===== src/rtl/smbus_ioexp_pkg.sv =====
// Shared constants for the SMBus I/O-expander register bank:
// register offsets, default reset values and the unmapped-read value.
package smbus_ioexp_pkg;

   localparam logic [7:0] REG_IN0  = 8'h00;
   localparam logic [7:0] REG_IN1  = 8'h01;
   localparam logic [7:0] REG_OUT0 = 8'h02;
   localparam logic [7:0] REG_OUT1 = 8'h03;
   localparam logic [7:0] REG_POL0 = 8'h04;
   localparam logic [7:0] REG_POL1 = 8'h05;
   localparam logic [7:0] REG_CFG0 = 8'h06;
   localparam logic [7:0] REG_CFG1 = 8'h07;

   localparam logic [15:0] OUT_RST_DEF = 16'hFFFF;
   localparam logic [15:0] POL_RST_DEF = 16'h0000;
   localparam logic [15:0] CFG_RST_DEF = 16'hFFFF;

   localparam logic [7:0] RD_UNMAPPED = 8'hFF;

endpackage


===== src/rtl/ioexp_in_filter.sv =====
// Two-flop synchroniser followed by a per-bit stable-count glitch filter.
// A filtered bit follows its synced input only after FILT_CYCLES consecutive differing samples.
module ioexp_in_filter #(
   parameter int WIDTH       = 16,
   parameter int FILT_CYCLES = 4
) (
   input  logic             clk,
   input  logic             nrst,
   input  logic [WIDTH-1:0] din,
   output logic [WIDTH-1:0] dout
);

   logic [WIDTH-1:0] sync1, sync2;

   always_ff @(posedge clk) begin
      if (!nrst) begin
         sync1 <= '1;
         sync2 <= '1;
      end else begin
         sync1 <= din;
         sync2 <= sync1;
      end
   end

   generate
      if (FILT_CYCLES == 0) begin : g_bypass
         assign dout = sync2;
      end else begin : g_filt
         localparam int CW = $clog2(FILT_CYCLES + 1);
         for (genvar i = 0; i < WIDTH; i++) begin : g_bit
            logic [CW-1:0] cnt;
            logic          filt;

            // The flip happens on the sample that would bring the count to FILT_CYCLES,
            // so the counter never exceeds FILT_CYCLES-1 and cannot wrap.
            always_ff @(posedge clk) begin
               if (!nrst) begin
                  cnt  <= '0;
                  filt <= 1'b1;
               end else if (sync2[i] == filt) begin
                  cnt  <= '0;
               end else if (cnt == CW'(FILT_CYCLES - 1)) begin
                  cnt  <= '0;
                  filt <= sync2[i];
               end else begin
                  cnt  <= cnt + 1'b1;
               end
            end

            assign dout[i] = filt;
         end
      end
   endgenerate

endmodule


===== src/rtl/smbus_ioexp_regs.sv =====
// PCA9555-style 16-bit I/O-expander register bank behind an I2C slave front-end:
// filtered inputs, output/polarity/config registers and a snapshot-based change interrupt.
module smbus_ioexp_regs
   import smbus_ioexp_pkg::*;
#(
   parameter int          FILT_CYCLES = 4,
   parameter logic [15:0] OUT_RST     = OUT_RST_DEF,
   parameter logic [15:0] POL_RST     = POL_RST_DEF,
   parameter logic [15:0] CFG_RST     = CFG_RST_DEF
) (
   input  logic        CLK_IN,
   input  logic        RESET_N,
   input  logic [7:0]  OFFSET,
   input  logic [7:0]  WR_DATA,
   input  logic        WRITE_EN,
   input  logic        READ_EN,
   output logic [7:0]  RD_DATA,
   input  logic [15:0] GPIO_IN,
   output logic [15:0] GPIO_OUT,
   output logic [15:0] GPIO_OE,
   output logic        INT_N
);

   logic [15:0] out_r, pol_r, cfg_r, snap_r;
   logic [15:0] filt, in_val;
   logic [7:0]  rd_mux;
   logic        int_flag;

   ioexp_in_filter #(
      .WIDTH      (16),
      .FILT_CYCLES(FILT_CYCLES)
   ) u_in_filter (
      .clk (CLK_IN),
      .nrst(RESET_N),
      .din (GPIO_IN),
      .dout(filt)
   );

   assign in_val   = filt ^ pol_r;
   assign int_flag = |((in_val ^ snap_r) & cfg_r);
   assign GPIO_OUT = out_r;
   assign GPIO_OE  = ~cfg_r;

   always_comb begin
      rd_mux = RD_UNMAPPED;
      case (OFFSET)
         REG_IN0:  rd_mux = in_val[7:0];
         REG_IN1:  rd_mux = in_val[15:8];
         REG_OUT0: rd_mux = out_r[7:0];
         REG_OUT1: rd_mux = out_r[15:8];
         REG_POL0: rd_mux = pol_r[7:0];
         REG_POL1: rd_mux = pol_r[15:8];
         REG_CFG0: rd_mux = cfg_r[7:0];
         REG_CFG1: rd_mux = cfg_r[15:8];
         default:  rd_mux = RD_UNMAPPED;
      endcase
   end

   // Reads sample pre-edge values, so a simultaneous write never leaks into RD_DATA or snap.
   always_ff @(posedge CLK_IN) begin
      if (!RESET_N) begin
         out_r   <= OUT_RST;
         pol_r   <= POL_RST;
         cfg_r   <= CFG_RST;
         snap_r  <= 16'hFFFF;
         RD_DATA <= RD_UNMAPPED;
         INT_N   <= 1'b1;
      end else begin
         if (WRITE_EN) begin
            case (OFFSET)
               REG_OUT0: out_r[7:0]  <= WR_DATA;
               REG_OUT1: out_r[15:8] <= WR_DATA;
               REG_POL0: pol_r[7:0]  <= WR_DATA;
               REG_POL1: pol_r[15:8] <= WR_DATA;
               REG_CFG0: cfg_r[7:0]  <= WR_DATA;
               REG_CFG1: cfg_r[15:8] <= WR_DATA;
               default: ;
            endcase
         end
         if (READ_EN) begin
            RD_DATA <= rd_mux;
            if (OFFSET == REG_IN0) snap_r[7:0]  <= in_val[7:0];
            if (OFFSET == REG_IN1) snap_r[15:8] <= in_val[15:8];
         end
         INT_N <= ~int_flag;
      end
   end

endmodule

===== config.mk =====
export PLATFORM = sky130hd
export DESIGN_NAME = smbus_ioexp_regs
export DESIGN_NICKNAME = d
export VERILOG_FILES = /design/src/rtl/smbus_ioexp_pkg.sv /design/src/rtl/ioexp_in_filter.sv /design/src/rtl/smbus_ioexp_regs.sv
export SDC_FILE = /design/constraint.sdc
export NUM_CORES = 1
export LEC_CHECK = 0
export BUFFER_PORTS_ARGS = -buffer_cell sky130_fd_sc_hd__buf_2
export CAP_MARGIN = 20
export CELL_PAD_IN_SITES_DETAIL_PLACEMENT = 1
export CELL_PAD_IN_SITES_GLOBAL_PLACEMENT = 1
export CORE_MARGIN = 4
export CORE_UTILIZATION = 50
export DETAILED_ROUTE_END_ITERATION = 16
export GPL_TIMING_DRIVEN = 0
export PLACE_DENSITY_LB_ADDON = 0.1
export SYNTH_ARGS = -nofsm -noshare
export SYNTH_HDL_FRONTEND = slang
export SYNTH_HIERARCHICAL = 1
export SYNTH_SLANG_ARGS = --single-unit

===== constraint.sdc =====
create_clock -name CLK_IN -period 4.3 [get_ports CLK_IN]
set_clock_uncertainty 0.1 [all_clocks]
set_input_delay 0.645 -clock CLK_IN [delete_from_list [all_inputs] [get_ports CLK_IN]]
set_output_delay 0.645 -clock CLK_IN [all_outputs]
set_load 0.02 [all_outputs]

==> metrics.txt <==
result of the run=finished clean; global routing usage on met2=43.8%; half-perimeter wire length of the detailed placement result=14,500 µm; CP Cell Sequence=buf_2 > nor4_2 > nand4b_4 > nor2_1 > buf_4 > o211ai_1; global placement routability congestion=0.892; Clock Tree Buf Depth=2; total power draw=3230 µW; category of the worst setup path capture point=flop; detailed-route via count=5,363; Synth async-reset ratio=0%; Netlist cell types=47; Inserted Clock Buffers=17; Worst Hold Margin=0.285 ns; leading post-synthesis cells by cell area=sky130_fd_sc_hd__dfxtp_1, sky130_fd_sc_hd__mux2i_1, sky130_fd_sc_hd__xnor2_1; Final Setup Violations=0; maximum frequency from static timing analysis=0.433 GHz; GRT Resource Usage Total=25.2%; wire per inst=20.5 µm; global route total overflow=0; cts repair resizes=0; area share of the largest cell type after synthesis=46.4%; launching element type of the critical path=primary input; reported leakage power=0.00344 µW; global-route wire length before repair=31,900 µm; DIE AREA=16,600 µm²; shortest period the worst path allows=2.31 ns; Sinks on Clock Net=169; Total Nets Final=842; mean area per synthesized cell=10.7 µm²; Row Count=43; H-tree depth reported by CTS=4; crit-path max cell delay=0.59 ns; clock insertion delay at the later pin of the skew report=0.44 ns; required time worst endpoint=4.48 ns; flops & latches, synth=169; width of the die=129 µm; Tightest Pin Transition=0.702 ns; Syn. warnings=6; primary flip-flop cell chosen by synthesis mapping=sky130_fd_sc_hd__dfxtp_1; CTS tree=built; Synthesized Nets=752; remaining antenna violation count=0; top-level I/O count=77; slowest cell on the critical path=sky130_fd_sc_hd__nor2_1; CTS hold repair buffers=0; clock root cell=sky130_fd_sc_hd__clkbuf_16; first-pass iteration count of the detailed router=4; Worst-path clk slew=0.06 ns; final hold violations=0; power per unit of standard cell area=383 nW/µm²; max-slew violation count=0; Crit Path Class=in -> reg; dominant cell type by area after synthesis=sky130_fd_sc_hd__dfxtp_1; met1 usage in global routing=30.3%; number of enable-type register cells in the synthesized netlist=0; number of global-route vias before repair=5,885; number of antenna violations at the first check in global routing=0; grt met3 use=5.56%; drt drc=0; worst slew margin relative to its limit=53.0%; class of the most critical hold timing path=in -> reg; count of buffers inserted at the top-level ports=71; arrival time of data at the critical path endpoint=2.49 ns; most instantiated library cell after synthesis=sky130_fd_sc_hd__dfxtp_1; largest voltage drop on the vdd net=0.344 mV; top fanout value on the critical path=10; max-capacitance violation count=0; Seq/Total Area, Yosys=46.4%; Sum Neg Setup Slack=0 ns; total routed wirelength=19,900 µm; GRT Max-Usage Layer=met2; unrepaired setup endpoints after global routing=false; Synth top cells by count=sky130_fd_sc_hd__dfxtp_1, sky130_fd_sc_hd__nand2_1, sky130_fd_sc_hd__mux2i_1, sky130_fd_sc_hd__xnor2_1, sky130_fd_sc_hd__nand2b_1; post-CTS setup buffer count=0; mapped cell area=7290 µm²; portion of the clock cycle consumed by the worst path in the final layout=53.7%; Detailed Route Iter0 Violations=276; Core Footprint=14,100 µm²; Die Y-Extent=129 µm; initial standard-cell utilization of the core=51.7%; Gate Count Post-Synth=684; maximum number of pins on one net before global-route repair=17; Avg Vias per Cell=5.55; number of inserted diodes=0; layout cells sized above 1=20.4%; post-synthesis to final-layout area growth=15.6%
==> placed cells by master (no fill, tap or decap), types with 3 or more instances in the layout <==
| master | n |
|---|---|
| sky130_fd_sc_hd__a221o_1 | 5 |
| sky130_fd_sc_hd__a22oi_1 | 9 |
| sky130_fd_sc_hd__and4bb_2 | 9 |
| sky130_fd_sc_hd__buf_2 | 81 |
| sky130_fd_sc_hd__buf_4 | 20 |
| sky130_fd_sc_hd__buf_6 | 4 |
| sky130_fd_sc_hd__clkbuf_1 | 15 |
| sky130_fd_sc_hd__clkbuf_16 | 17 |
| sky130_fd_sc_hd__clkinv_4 | 3 |
| sky130_fd_sc_hd__dfxtp_1 | 169 |
| sky130_fd_sc_hd__ha_1 | 32 |
| sky130_fd_sc_hd__inv_1 | 32 |
| sky130_fd_sc_hd__inv_6 | 4 |
| sky130_fd_sc_hd__mux2i_1 | 66 |
| sky130_fd_sc_hd__nand2_1 | 73 |
| sky130_fd_sc_hd__nand2b_1 | 35 |
| sky130_fd_sc_hd__nand3_1 | 3 |
| sky130_fd_sc_hd__nor2_1 | 7 |
| sky130_fd_sc_hd__nor2b_1 | 25 |
| sky130_fd_sc_hd__nor4b_1 | 31 |
| sky130_fd_sc_hd__nor4bb_1 | 7 |
| sky130_fd_sc_hd__o211ai_1 | 24 |
| sky130_fd_sc_hd__o21ai_0 | 8 |
| sky130_fd_sc_hd__o22a_1 | 5 |
| sky130_fd_sc_hd__o22ai_1 | 13 |
| sky130_fd_sc_hd__xnor2_1 | 48 |
| sky130_fd_sc_hd__xor2_1 | 8 |
==> registers in the layout, summed over array words and instances (netlist names), 8 cells and up <==
register / count
RD_DATA: 8
u_in_filter/g_filt.g_bit.filt: 16
snap_r: 16
pol_r: 16
cfg_r: 16
u_in_filter/sync1: 16
GPIO_OUT: 16
u_in_filter/g_filt.g_bit.cnt: 48
u_in_filter/sync2: 16
==> critical path, delay by kind of cell <==
family	cells	cell delay (ns)
buffers and inverters	2	0.42
AND/OR/NAND/NOR	3	1.32
AO/OA/AOI/OAI	1	0.10
==> metrics by stage <==
stage | cell area [µm²] | util [%] | setup WS (ns) | cells
floorplan | 7290 | - | 2.11 | 684
global placement | 7880 | 55.9 | 1.61 | 935
detailed placement | 7880 | 55.9 | 1.57 | 935
CTS | 8430 | 59.8 | 2.03 | 966
global route | 8430 | 59.8 | 1.91 | 966
finish | 8430 | 59.8 | 1.99 | 966
==> area by class of cell <==
type / count / area, µm²
buffer: 49 / 313
sequential: 169 / 3380
timing repair buffer: 71 / 355
multi-input combinational: 434 / 3480
clock inverter: 12 / 116
fill: 1530 / 5660
inverter: 32 / 120
tap: 180 / 225
clock buffer: 19 / 443
==> final timing paths <==
check,from,endpoint,slack [ns],cells after the start
setup / recovery,OFFSET[5],cfg_r[9],1.99,6
setup reg to reg,u_in_filter/g_filt.g_bit[2].filt,INT_N,2.47,6
hold / removal,GPIO_IN[15],u_in_filter/sync1[15],0.28,2
hold reg to reg,u_in_filter/sync1[4],u_in_filter/sync2[4],0.32,1
==> metal layers <==
layer / vias to the layer above / share of wire [%]
met5: - / 0
met1: 2657 / 43
li1: 2551 / -
met3: 31 / 4.0
met2: 124 / 50
met4: 0 / 3.3
==> logic make-up (layout without fill, tap and decap cells) <==
kind of cell / Yosys count / after routing / share of synthesized area (%)
and+or+nand+nor: 210 / 210 / 19.3
DFF: 169 / 169 / 46.4
buffers and inverters: 81 / 183 / 5.93
AOI/OAI and AO/OA: 68 / 68 / 6.81
muxes: 68 / 68 / 9.37
xor gates and xnor gates: 56 / 56 / 6.72
adders and majority gates: 32 / 32 / 5.49
==> power by group <==
part           leakage [µW]  internal [µW]  total (µW)  switching, µW
clock              0.000271            816        1470            655
combinational       0.00179           63.1         165            102
sequential          0.00137           1590        1600           10.4
total               0.00344           2460        3230            768
(Power assumes the default switching activity.)
